[src/rtl/ssd_scan_pkg.sv]
// Shared types and constants for the three-digit seven-segment scanner.
package ssd_scan_pkg;

    localparam int NUM_DIGITS = 3;

    typedef enum logic {
        BLANK = 1'b0,
        ON    = 1'b1
    } state_t;

    typedef logic [1:0] idx_t;
    typedef logic [6:0] seg_t;

endpackage

[src/rtl/ssd_scan_timer.sv]
// Slot timer for the scanner: counts up from 0 and flags the last cycle of the
// current slot, whose length is chosen by the FSM state.
module ssd_scan_timer
    import ssd_scan_pkg::*;
#(
    parameter int BLANK_CYCLES = 2,
    parameter int ON_CYCLES    = 1000,
    parameter int CW           = 10
) (
    input  logic          clk,
    input  logic          rst,
    input  logic          clr,
    input  state_t        state,
    output logic [CW-1:0] cnt,
    output logic          tc
);

    logic [CW-1:0] last;

    always_comb begin
        last = (state == ON) ? CW'(ON_CYCLES - 1) : CW'(BLANK_CYCLES - 1);
        tc   = (cnt == last);
    end

    always_ff @(posedge clk) begin
        if (rst || clr || tc)
            cnt <= '0;
        else
            cnt <= cnt + 1'b1;
    end

endmodule

[src/rtl/ssd_scan.sv]
// Three-digit multiplexed seven-segment scanner with per-frame digit snapshot.
// Optional per-frame brightness control is enabled with SSD_SCAN_BRIGHTNESS_EN.
module ssd_scan
    import ssd_scan_pkg::*;
#(
    parameter int BLANK_CYCLES = 2,
    parameter int ON_CYCLES    = 1000
) (
    input  logic       clk,
    input  logic       rst,
    input  logic       en,
    input  logic [6:0] dig_1,
    input  logic [6:0] dig_2,
    input  logic [6:0] dig_3,
`ifdef SSD_SCAN_BRIGHTNESS_EN
    input  logic [1:0] bright,
`endif
    output logic [6:0] seg,
    output logic [2:0] an,
    output logic       frame_start
);

    localparam int MAXC = (ON_CYCLES > BLANK_CYCLES) ? ON_CYCLES : BLANK_CYCLES;
    localparam int CW   = $clog2(MAXC);

    state_t        state;
    idx_t          idx;
    seg_t          snap0, snap1, snap2;
    logic [CW-1:0] cnt;
    logic          tc;
    logic          load;
    logic          lit;
    seg_t          sel_seg;
    logic [2:0]    sel_an;

    ssd_scan_timer #(
        .BLANK_CYCLES(BLANK_CYCLES),
        .ON_CYCLES   (ON_CYCLES),
        .CW          (CW)
    ) u_timer (
        .clk  (clk),
        .rst  (rst),
        .clr  (~en),
        .state(state),
        .cnt  (cnt),
        .tc   (tc)
    );

    assign load = (state == BLANK) && (idx == 2'd0) && (cnt == '0) && en;

`ifdef SSD_SCAN_BRIGHTNESS_EN
    localparam int LW = CW + 2;
    logic [1:0] bright_q;
    logic [LW-1:0] lit_len;
    always_comb begin
        lit_len = LW'((int'(bright_q) + 1) * (ON_CYCLES / 4));
        lit     = ({2'b00, cnt} < lit_len);
    end
`else
    assign lit = 1'b1;
`endif

    always_comb begin
        case (idx)
            2'd0:    begin sel_seg = snap0; sel_an = 3'b110; end
            2'd1:    begin sel_seg = snap1; sel_an = 3'b101; end
            default: begin sel_seg = snap2; sel_an = 3'b011; end
        endcase
    end

    always_ff @(posedge clk) begin
        if (rst) begin
            state       <= BLANK;
            idx         <= '0;
            snap0       <= '0;
            snap1       <= '0;
            snap2       <= '0;
            an          <= 3'b111;
            seg         <= '0;
            frame_start <= 1'b0;
`ifdef SSD_SCAN_BRIGHTNESS_EN
            bright_q    <= '0;
`endif
        end else if (!en) begin
            state       <= BLANK;
            idx         <= '0;
            an          <= 3'b111;
            seg         <= '0;
            frame_start <= 1'b0;
        end else begin
            frame_start <= load;
            if (load) begin
                snap0 <= dig_1;
                snap1 <= dig_2;
                snap2 <= dig_3;
`ifdef SSD_SCAN_BRIGHTNESS_EN
                bright_q <= bright;
`endif
            end

            // Output reflects this cycle's state; snapshot is never loaded during ON.
            if (state == ON && lit) begin
                an  <= sel_an;
                seg <= sel_seg;
            end else begin
                an  <= 3'b111;
                seg <= '0;
            end

            if (tc) begin
                if (state == BLANK) begin
                    state <= ON;
                end else begin
                    state <= BLANK;
                    idx   <= (idx == idx_t'(NUM_DIGITS - 1)) ? '0 : idx + 1'b1;
                end
            end
        end
    end

endmodule
[config.mk]
export PLATFORM = sky130hd
export DESIGN_NAME = ssd_scan
export DESIGN_NICKNAME = d
export VERILOG_FILES = /design/src/rtl/ssd_scan_pkg.sv /design/src/rtl/ssd_scan_timer.sv /design/src/rtl/ssd_scan.sv
export SDC_FILE = /design/constraint.sdc
export NUM_CORES = 1
export LEC_CHECK = 0
export BUFFER_PORTS_ARGS = -buffer_cell sky130_fd_sc_hd__buf_2
export CORE_MARGIN = 3
export CORE_UTILIZATION = 35
export CTS_BUF_LIST = sky130_fd_sc_hd__clkbuf_4
export DETAILED_ROUTE_END_ITERATION = 10
export SETUP_SLACK_MARGIN = 0.4
export SLEW_MARGIN = 15
export SYNTH_ARGS = -nofsm -noshare
export SYNTH_HDL_FRONTEND = slang
export SYNTH_HIERARCHICAL = 1
export SYNTH_SLANG_ARGS = --single-unit
[constraint.sdc]
create_clock -name clk -period 1.7 [get_ports clk]
set_input_delay 0.34 -clock clk [delete_from_list [all_inputs] [get_ports clk]]
set_output_delay 0.34 -clock clk [all_outputs]
set_load 0.1 [all_outputs]
Word-level counts from Yosys, hierarchy flattened
Cells that the tools add are included.
W data, S select, Z words.
{"block": "word_totals", "reg_bits": 45, "input_bits": 24, "memories": 0, "ramBits": 0, "mem_bits_ro": 0, "latch_bits": 0, "elab_cells": 32}
{"block": "classes", "n_lt_le_gt_ge": 0, "shift": 0, "n_div": 0, "multipliers": 0, "addsub": 2, "n_bitwise": 2, "mux": 5, "n_eq_ne": 3, "reduce_logical": 11}
{"op": "$pmux W7 S2", "n": 1}
{"op": "$add A10 B1 Y10 const B", "n": 1}
{"op": "$eq A10 B10 Y1", "n": 1}
{"op": "$logic_not A10 Y1", "n": 1}
{"op": "$mux W10", "n": 1}
{"op": "$pmux W3 S2", "n": 1}
{"op": "$reduce_and A2 Y1", "n": 2}
{"op": "$logic_and A1 B1 Y1", "n": 3}
{"op": "$reduce_or A3 Y1", "n": 1}
{"op": "$add A2 B1 Y2 const B", "n": 1}
{"op": "$eq A2 B1 Y1 const B", "n": 1}
{"op": "$eq A2 B2 Y1 const B", "n": 1}
{"op": "$logic_not A2 Y1", "n": 1}
{"op": "$logic_or A1 B1 Y1", "n": 2}
{"op": "$mux W2", "n": 1}
{"op": "$not A1 Y1", "n": 2}
{"op": "$reduce_or A2 Y1", "n": 1}
{"op": "$mux W1", "n": 1}

Longest topological paths before layout
Gate-level depths: netlist (run 1).
{"block": "depth", "word_depth": 5, "mapped_depth": 6, "ltp_nobuf": 6}

Modules after synthesis
The synthesis (run 1) kept the hierarchy.
{"module": "ssd_scan", "cells_each": 151, "area_each_um2": 1562.7, "instances": 1}
{"module": "ssd_scan_timer", "cells_each": 50, "area_each_um2": 456.7, "instances": 1}

Least setup slack after synthesis (run 1)
No wires, ideal clock.
{"block": "synth_timing", "path_kind": "register to register", "from": "reg u_timer.cnt[5]", "to": "reg idx[0]", "period_less_slack_ns": 1.494, "t_arrival_ns": 1.377, "path_buffers": 0, "setup_ns": 0.117, "slack_ns": 0.206, "path_stages_with_launch": 7, "path_cell_list": "dfxtp_1 > nand4_1 > or2_4 > a21oi_4 > nand2_1 > mux2i_1 > nor2_1"}
{"block": "synth_between", "elab_chain_len": 2}
{"item": "from (decl)", "line_no": "ssd_scan_timer.sv:14", "text": "output logic [CW-1:0] cnt,"}
{"item": "from (signal assigned)", "line_no": "ssd_scan_timer.sv:29", "text": "cnt <= cnt + 1'b1;"}
{"item": "$eq A10 B10 Y1", "line_no": "ssd_scan_timer.sv:22", "text": "tc = (cnt == last);"}
{"item": "via tc", "line_no": "ssd_scan.sv:30", "text": "logic tc;"}
{"item": "$reduce_and A2 Y1 (no source line)"}
{"item": "to (signal assigned)", "line_no": "ssd_scan.sv:115", "text": "idx <= (idx == idx_t'(NUM_DIGITS - 1)) ? '0 : idx + 1'b1;"}
{"item": "to (decl)", "line_no": "ssd_scan.sv:27", "text": "idx_t idx;"}
The timed path passes the listed nets, and every way through them passes these cells.
A chain may end at the register's enable or synchronous reset.

Worst setup path in the final report (run 1)
{"block": "layout_timing", "from": "reg u_timer.cnt[7]", "to": "reg snap1[4]"}
{"block": "layout_between", "elab_chain_len": 4}
{"item": "$logic_not A10 Y1", "line_no": "ssd_scan.sv:49", "text": "assign load = (state == BLANK) && (idx == 2'd0) && (cnt == '0) && en;"}
{"item": "$logic_and A1 B1 Y1 (2 in a row)", "line_no": "ssd_scan.sv:49"}
{"item": "$reduce_and A2 Y1 (no source line)"}
{"item": "to (signal assigned)", "line_no": "ssd_scan.sv:94", "text": "snap1 <= dig_2;"}
{"item": "to (decl)", "line_no": "ssd_scan.sv:28", "text": "seg_t snap0, snap1, snap2;"}
No other way between the ends.

==> metrics.md, run 1 <==
| Metric | Value |
|---|---|
| Post-synth top area share | `44.6%` |
| Clk slew on worst S/H paths | `about 0.15 ns` |
| Synth-to-layout area growth | `30.8%` |
| Critical Path AT | `approximately 1.8 ns` |
| GR peak layer | `met2` |
| Synthesized net count | `226` |
| CTS Buf Count | `5` |
| RSZ-0062 raised after global routing | `yes` |
| Initial antenna violation count | `0` |
| Status | `completed` |
| Launching point of the worst reg2reg path | `u_timer/cnt[7]$_SDFF_PP0_` |
| Ports | `35` |
| Number of max-cap violations | `0` |
| Met2 Track Usage GR | `21.6%` |
| Reg2Reg Setup Slack | `0.22 ns` |
| Core Rows | `27` |
| Leakage | `just over 0.001 uW` |
| Final net count | `272` |
| FF-to-FF End | `snap1[4]$_SDFFE_PP0P_` |
| 1st-pass router iterations | `4` |
| TritonCTS clock tree | `done` |
| Grt met1 use | `17.9%` |
| Worst Max-Slew Pin Slew | `0.264 ns` |
| Worst slew margin | `approximately 80%` |
| R2R depth | `4` |
| Largest net degree at the start of global routing | `30` |
| First-pass GRT wire length | `6910 um` |
| Final WL | `~4300 um` |
| Achievable frequency | `0.675 GHz` |
| Die Y | `~82 um` |
| Most numerous cell in the Yosys netlist | `dfxtp_1` |
| Core Footprint | `about 5500 um2` |
| DR WL/cell | `about 13 um` |
| Worst Hold Class | `input port to flip-flop` |
| Met3 Usage GRT | `between 3 and 4%` |
| Die Wd | `approximately 80 um` |
| Hold Buf Count CTS | `0` |
| Number of diodes | `0` |
| Synthesized area per cell | `around 10 um2` |
| Startpoint Class | `flip-flop` |
| Clock sinks | `between 40 and 50` |
| Yosys warns | `6` |
| H-tree Lvls | `2` |
| Vias | `1472` |
| Area leader, netlist | `dfxtp_1` |
| Cells after Synth | `around 200` |
| Residual DRC | `0` |
| Critical Path RT | `between 1.5 and 2 ns` |
| Prevailing post-synth register cell | `dfxtp_1` |
| Port buffer count | `34` |
| CP max FO | `6` |
| Final Hold Viols | `0` |
| Setup TNS | `0 ns` |
| Final ANT Viol Nets | `0` |
| Clk_lat worst skew | `~0.36 ns` |
| WS Path Type | `flip-flop to flip-flop` |
| Commonest cells in the netlist | `dfxtp_1 (45), nand2b_1 (43), mux2i_1 (30)` |
| Place WS | `about 0.25 ns` |
| Share of post-route cells with drive strength above 1 | `about two fifths` |
| Clock Tree Buf Depth | `2` |
| Hold Crit Start | `dig_1[4]` |
| Post-Syn Area | `between 2000 and 2500 um2` |
| Clk root buf | `clkbuf_4` |
| Worst Skew | `0.0238 ns` |
| Slew Limit Fails | `0` |
| Tmin final | `between 1 and 1.5 ns` |
| Power density cells | `around 710 nW/um2` |
| EDFF count, synth | `0` |
| Final setup vio count | `0` |
| Seq cells post-synth | `45` |
| # fillers | `~550` |
| Top cells by area, synth | `dfxtp_1 (45%), mux2i_1 (15%), nand2b_1 (13%)` |
| Starting density of the core | `36.4%` |
| Area of the die | `between 6000 and 7000 um2` |
| Hold Crit Endpoint | `snap0[4]$_SDFFE_PP0P_` |
| Setup ws final | `between 0.2 and 0.25 ns` |
| Synth async-reset ratio | `0%` |
| Post-synthesis sequential area ratio | `between 40% and 50%` |
| Setup crit end kind | `flip-flop` |
| Grt total ovfl | `0` |
| HPWL Detailed | `2660 um` |
| Vias in the first global route | `1421` |
| Final GP Congestion | `~0.77` |
| Final period utilization | `~87%` |
| GRT Overall Usage | `13.6%` |
| Via/cell ratio | `4.61` |
| 1st-iter DRT viols | `54` |
| Synth unique cells | `29` |
| Peak VDD IR | `around 0.37 mV` |
| Hold Path Cell Cnt | `3` |
-- layer usage --
layer | share of wire, % | vias to the layer above | routed length [um]
li1 | - | 759 | -
met3 | 4.3 | 5 | 187
met5 | 0 | - | 0
met4 | 1.3 | 0 | 58
met1 | 49 | 682 | 2120
met2 | 45 | 26 | 1940
-- cell usage in the layout (no fill, tap or decap), types with 2 or more instances in the layout --
cell	count
nand2b_1	43
nand3_1	2
nor2_1	15
buf_6	9
buf_12	4
buf_2	24
clkbuf_4	6
mux2_2	7
xor2_1	2
xnor2_1	7
dfxtp_1	32
or2_2	2
nor3_2	5
nand4_1	2
dfxtp_4	6
mux2i_1	29
inv_1	2
dfxtp_2	7
nand2_1	7
and3_4	2
buf_16	2
nor4_2	2
buf_4	10
nor3_1	5
-- report_power, final --
group | total [uW] | leakage (uW) | switching, uW | internal [uW]
sequential | 1110 | 0.000375 | 24.8 | 1090
combinational | 266 | 0.000621 | 118 | 148
clock | 507 | 0.0000315 | 338 | 169
-- cell type report --
type                       instances  area (um2)  area share [%]
multi-input combinational        143        1110            42.2
clock buffer                       6        45.0            1.71
sequential                        45         932            35.3
clock inverter                     1        5.00           0.189
tap                               72        90.1            3.41
inverter                           2        7.51           0.284
timing repair buffer              50         447            16.9
-- worst max-delay path by stage --
| stage | cells after the start | endpoint | slack (ns) | from |
|---|---|---|---|---|
| floorplan | 6 | idx[1]$_SDFFE_PP0P_ | 0.32 | u_timer/cnt[7]$_SDFF_PP0_ |
| global placement | 5 | snap1[4]$_SDFFE_PP0P_ | 0.30 | en |
| detailed placement | 5 | snap1[4]$_SDFFE_PP0P_ | 0.25 | en |
| CTS | 4 | snap1[4]$_SDFFE_PP0P_ | 0.26 | u_timer/cnt[1]$_SDFF_PP0_ |
| global route | 4 | snap0[6]$_SDFFE_PP0P_ | 0.14 | u_timer/cnt[7]$_SDFF_PP0_ |
| finish | 4 | snap1[4]$_SDFFE_PP0P_ | 0.22 | u_timer/cnt[7]$_SDFF_PP0_ |
-- stage by stage --
| stage | instances | util (%) | cell area, um2 | hold slack (ns) | power (uW) |
|---|---|---|---|---|---|
| 3_5_place_dp | 301 | 40.7 | 2260 | 0.458 | 1350 |
| 2_1_floorplan | 201 | - | 2030 | 0.425 | 1310 |
| 3_3_place_gp | 301 | 40.7 | 2260 | 0.456 | 1350 |
| 6_report | 319 | 47.7 | 2640 | 0.215 | 1890 |
| 4_1_cts | 317 | 45.8 | 2540 | 0.218 | 1900 |
| 5_1_grt | 319 | 47.7 | 2640 | 0.204 | 1970 |
-- worst max-delay path, stage by stage, from the launching register on --
cell	delay, ns
dfxtp_4	0.39
nor4_4	0.28
and4_4	0.36
buf_12	0.15
mux2i_2	0.21
-- registers in the layout, summed over array words and instances, names as in the netlist --
register     count
seg              7
frame_start      1
idx              2
u_timer/cnt     10
snap1            7
state            1
an               3
snap0            7
snap2            7
-- cells by family (layout without fill, tap and decap cells) --
family                     after synthesis  count (layout)  synth area share [%]
buffers and inverters                   13              59                  4.65
AOI/OAI and AO/OA                        1               1                 0.806
DFF                                     45              45                  44.6
xor gates and xnor gates                 9               9                  3.90
adders and majority gates                1               1                 0.619
muxes                                   37              37                  18.8
and+or+nand+nor                         95              95                  26.6
-- repair_timing --
action | CTS | global route
gates resized for setup | 39 | 23
pin swaps | 11 | 5
buffers inserted | 6 | 2
gates cloned | 3 | 0
setup endpoints to repair | 44 | 40
Power figures use the tool's default switching activity.
==> inputs of run 2 (changes only) <==
CORE_MARGIN = 1.5   (was 3)
==> run 2 against run 1 <==
Net effect: sequential cell count stayed put; clock power up 30%; clock-buffer cell count did not move; core utilization down 0.99 points; cell count fell by 1.6%; non-clock buffer count decreased by 6.
==> metrics.md, run 2 (same netlist as run 1, synthesis figures left out) <==
| Metric | Value |
|---|---|
| Clock sinks | `45 (unchanged)` |
| TritonCTS clock tree | `done (unchanged)` |
| Die Y | `79.0 um (was 82.0 um)` |
| Clk_lat worst skew | `0.35 ns (was 0.36 ns)` |
| Commonest non-fill, non-tap cell in the layout | `nand2b_1 (unchanged)` |
| Worst Hold Class | `input port to flip-flop (unchanged)` |
| Vias | `1444 (was 1472)` |
| Clk slew on worst S/H paths | `0.14 ns (was 0.15 ns)` |
| Residual DRC | `0 (unchanged)` |
| Logic pwr share | `12.3% (was 14.1%)` |
| Final period utilization | `86.1% (was 87.2%)` |
| RSZ-0062 raised after global routing | `yes (unchanged)` |
| Core Rows | `27 (unchanged)` |
| Achievable frequency | `0.683 GHz (was 0.675 GHz)` |
| 1st-pass router iterations | `4 (unchanged)` |
| Number of max-cap violations | `0 (unchanged)` |
| Critical Path RT | `1.94 ns (was 1.98 ns)` |
| Final net count | `266 (was 272)` |
| Worst slew margin | `82.9% (was 82.4%)` |
| Clk root buf | `clkbuf_4 (unchanged)` |
| Grt total ovfl | `0 (unchanged)` |
| HPWL Detailed | `2600 um (was 2660 um)` |
| Max reg flops | `10 (unchanged)` |
| DR WL/cell | `12.9 um (was 13.5 um)` |
| Utilization after layout | `46.7% (was 47.7%)` |
| H-tree Lvls | `2 (unchanged)` |
| Via/cell ratio | `4.60 (was 4.61)` |
| Port buffer count | `34 (unchanged)` |
| Most frequent cells in the layout | `nand2b_1 (43), dfxtp_1 (31), mux2i_1 (30), buf_2 (24), nor2_1 (15) (was nand2b_1 (43), dfxtp_1 (32), mux2i_1 (29), buf_2 (24), nor2_1 (15))` |
| Final GP Congestion | `0.777 (was 0.768)` |
| Area of the die | `6230 um2 (was 6720 um2)` |
| Starting density of the core | `36.4% (unchanged)` |
| Setup crit end kind | `flip-flop (unchanged)` |
| Critical Path AT | `1.71 ns (was 1.76 ns)` |
| Clock network power share | `32.6% (was 26.9%)` |
| Largest net degree at the start of global routing | `32 (was 30)` |
| Setup TNS | `0 ns (unchanged)` |
| Final WL | `4060 um (was 4300 um)` |
| Power density cells | `782 nW/um2 (was 714 nW/um2)` |
| Startpoint Class | `flip-flop (unchanged)` |
| Biggest register | `u_timer/cnt (unchanged)` |
| GRT Overall Usage | `13.2% (was 13.6%)` |
| Psw | `474 uW (was 481 uW)` |
| Leakage | `0.00101 uW (was 0.00103 uW)` |
| Int Power | `1550 uW (was 1410 uW)` |
| CTS Buf Count | `5 (unchanged)` |
| Final setup vio count | `0 (unchanged)` |
| Total power | `2020 uW (was 1890 uW)` |
| Synth-to-layout area growth | `28.1% (was 30.8%)` |
| Worst Skew | `0.0199 ns (was 0.0238 ns)` |
| CP max FO | `5 (was 6)` |
| # fillers | `567 (was 548)` |
| Peak VDD IR | `0.311 mV (was 0.367 mV)` |
| Number of diodes | `0 (unchanged)` |
| Sw Ratio | `23.4% (was 25.5%)` |
| Share of post-route cells with drive strength above 1 | `35.1% (was 39.7%)` |
| Final ANT Viol Nets | `0 (unchanged)` |
| Ports | `35 (unchanged)` |
| Worst Max-Slew Pin Slew | `0.257 ns (was 0.264 ns)` |
| Flop pwr share | `55.1% (was 59.0%)` |
| Vias in the first global route | `1306 (was 1421)` |
| Clock Tree Buf Depth | `2 (unchanged)` |
| First-pass GRT wire length | `6230 um (was 6910 um)` |
| WS Path Type | `flip-flop to flip-flop (unchanged)` |
| Final Hold Viols | `0 (unchanged)` |
| Core Footprint | `5540 um2 (unchanged)` |
| Status | `completed (unchanged)` |
| 1st-iter DRT viols | `61 (was 54)` |
| Tmin final | `1.46 ns (was 1.48 ns)` |
| Slew Limit Fails | `0 (unchanged)` |
| Initial antenna violation count | `0 (unchanged)` |
| Die Wd | `79.0 um (was 82.0 um)` |
-- run 2: cell types whose count changed in the layout (fill, tap and decap cells not counted), moves of 2 or more --
cell    previous run  this run
and3_1             0         2
and3_4             2         0
buf_12             4         7
buf_4             10         6
buf_6              9         6
nor3_1             5        10
nor3_2             5         0
nor4_2             2         4
-- run 2: power groups by stage --
stage          combinational (uW)  clock (uW)  sequential, uW
6_report                      250         658            1110
5_1_grt                       271         710            1120
4_1_cts                       237         678            1120
3_5_place_dp                  214           0            1140
3_3_place_gp                  213           0            1140
2_1_floorplan                 159           0            1150
-- run 2: layer usage --
layer  vias up  global-route usage, %  wire length [um]
met5         -                      0                 0
met4         0                   5.79                60
met3         5                   3.45               151
met2        26                   19.9              1860
met1       664                   17.5              1990
li1        749                      -                 -
-- run 2: worst max-delay path, stage by stage (launching register included) --
cell	delay, ns
dfxtp_4	0.39
nor4_2	0.30
nand2_1	0.14
a21oi_4	0.22
nand2_2	0.09
mux2i_1	0.15
nor2_1	0.05
-- run 2: area by class of cell --
class / count / area, um2 / share of cell area, %
tap: 72 / 90.1 / 3.48
sequential: 45 / 933 / 36.1
inverter: 2 / 7.51 / 0.290
timing repair buffer: 44 / 400 / 15.5
clock buffer: 6 / 45.0 / 1.74
clock inverter: 2 / 33.8 / 1.31
multi-input combinational: 143 / 1080 / 41.6
-- run 2: through the flow --
stage                     worst slack (ns)  area [um2]  std cells  hold slack, ns
after floorplan                      0.321        2030        201           0.425
after global placement               0.291        2260        301           0.455
after detailed placement             0.252        2260        301           0.462
after CTS                            0.286        2460        311           0.225
after global routing                 0.144        2590        314           0.236
final                                0.236        2590        314           0.233
-- run 2: final timing paths --
check,startpoint,endpoint,slack (ns),depth (start not counted)
worst max-delay path,u_timer/cnt[1]$_SDFF_PP0_,idx[1]$_SDFFE_PP0P_,0.24,6
worst min-delay path,dig_2[5],snap1[5]$_SDFFE_PP0P_,0.23,3
worst max register to register,u_timer/cnt[1]$_SDFF_PP0_,idx[1]$_SDFFE_PP0P_,0.24,6
worst min register to register,snap1[3]$_SDFFE_PP0P_,snap1[3]$_SDFFE_PP0P_,0.48,2
-- run 2: timing repair --
action | in CTS | in global routing
setup endpoints to repair | 44 | 40
hold buffers | 0 | 0
buffers inserted | 1 | 2
resized for setup | 31 | 27
cloned | 1 | 1
pin swaps | 3 | 3
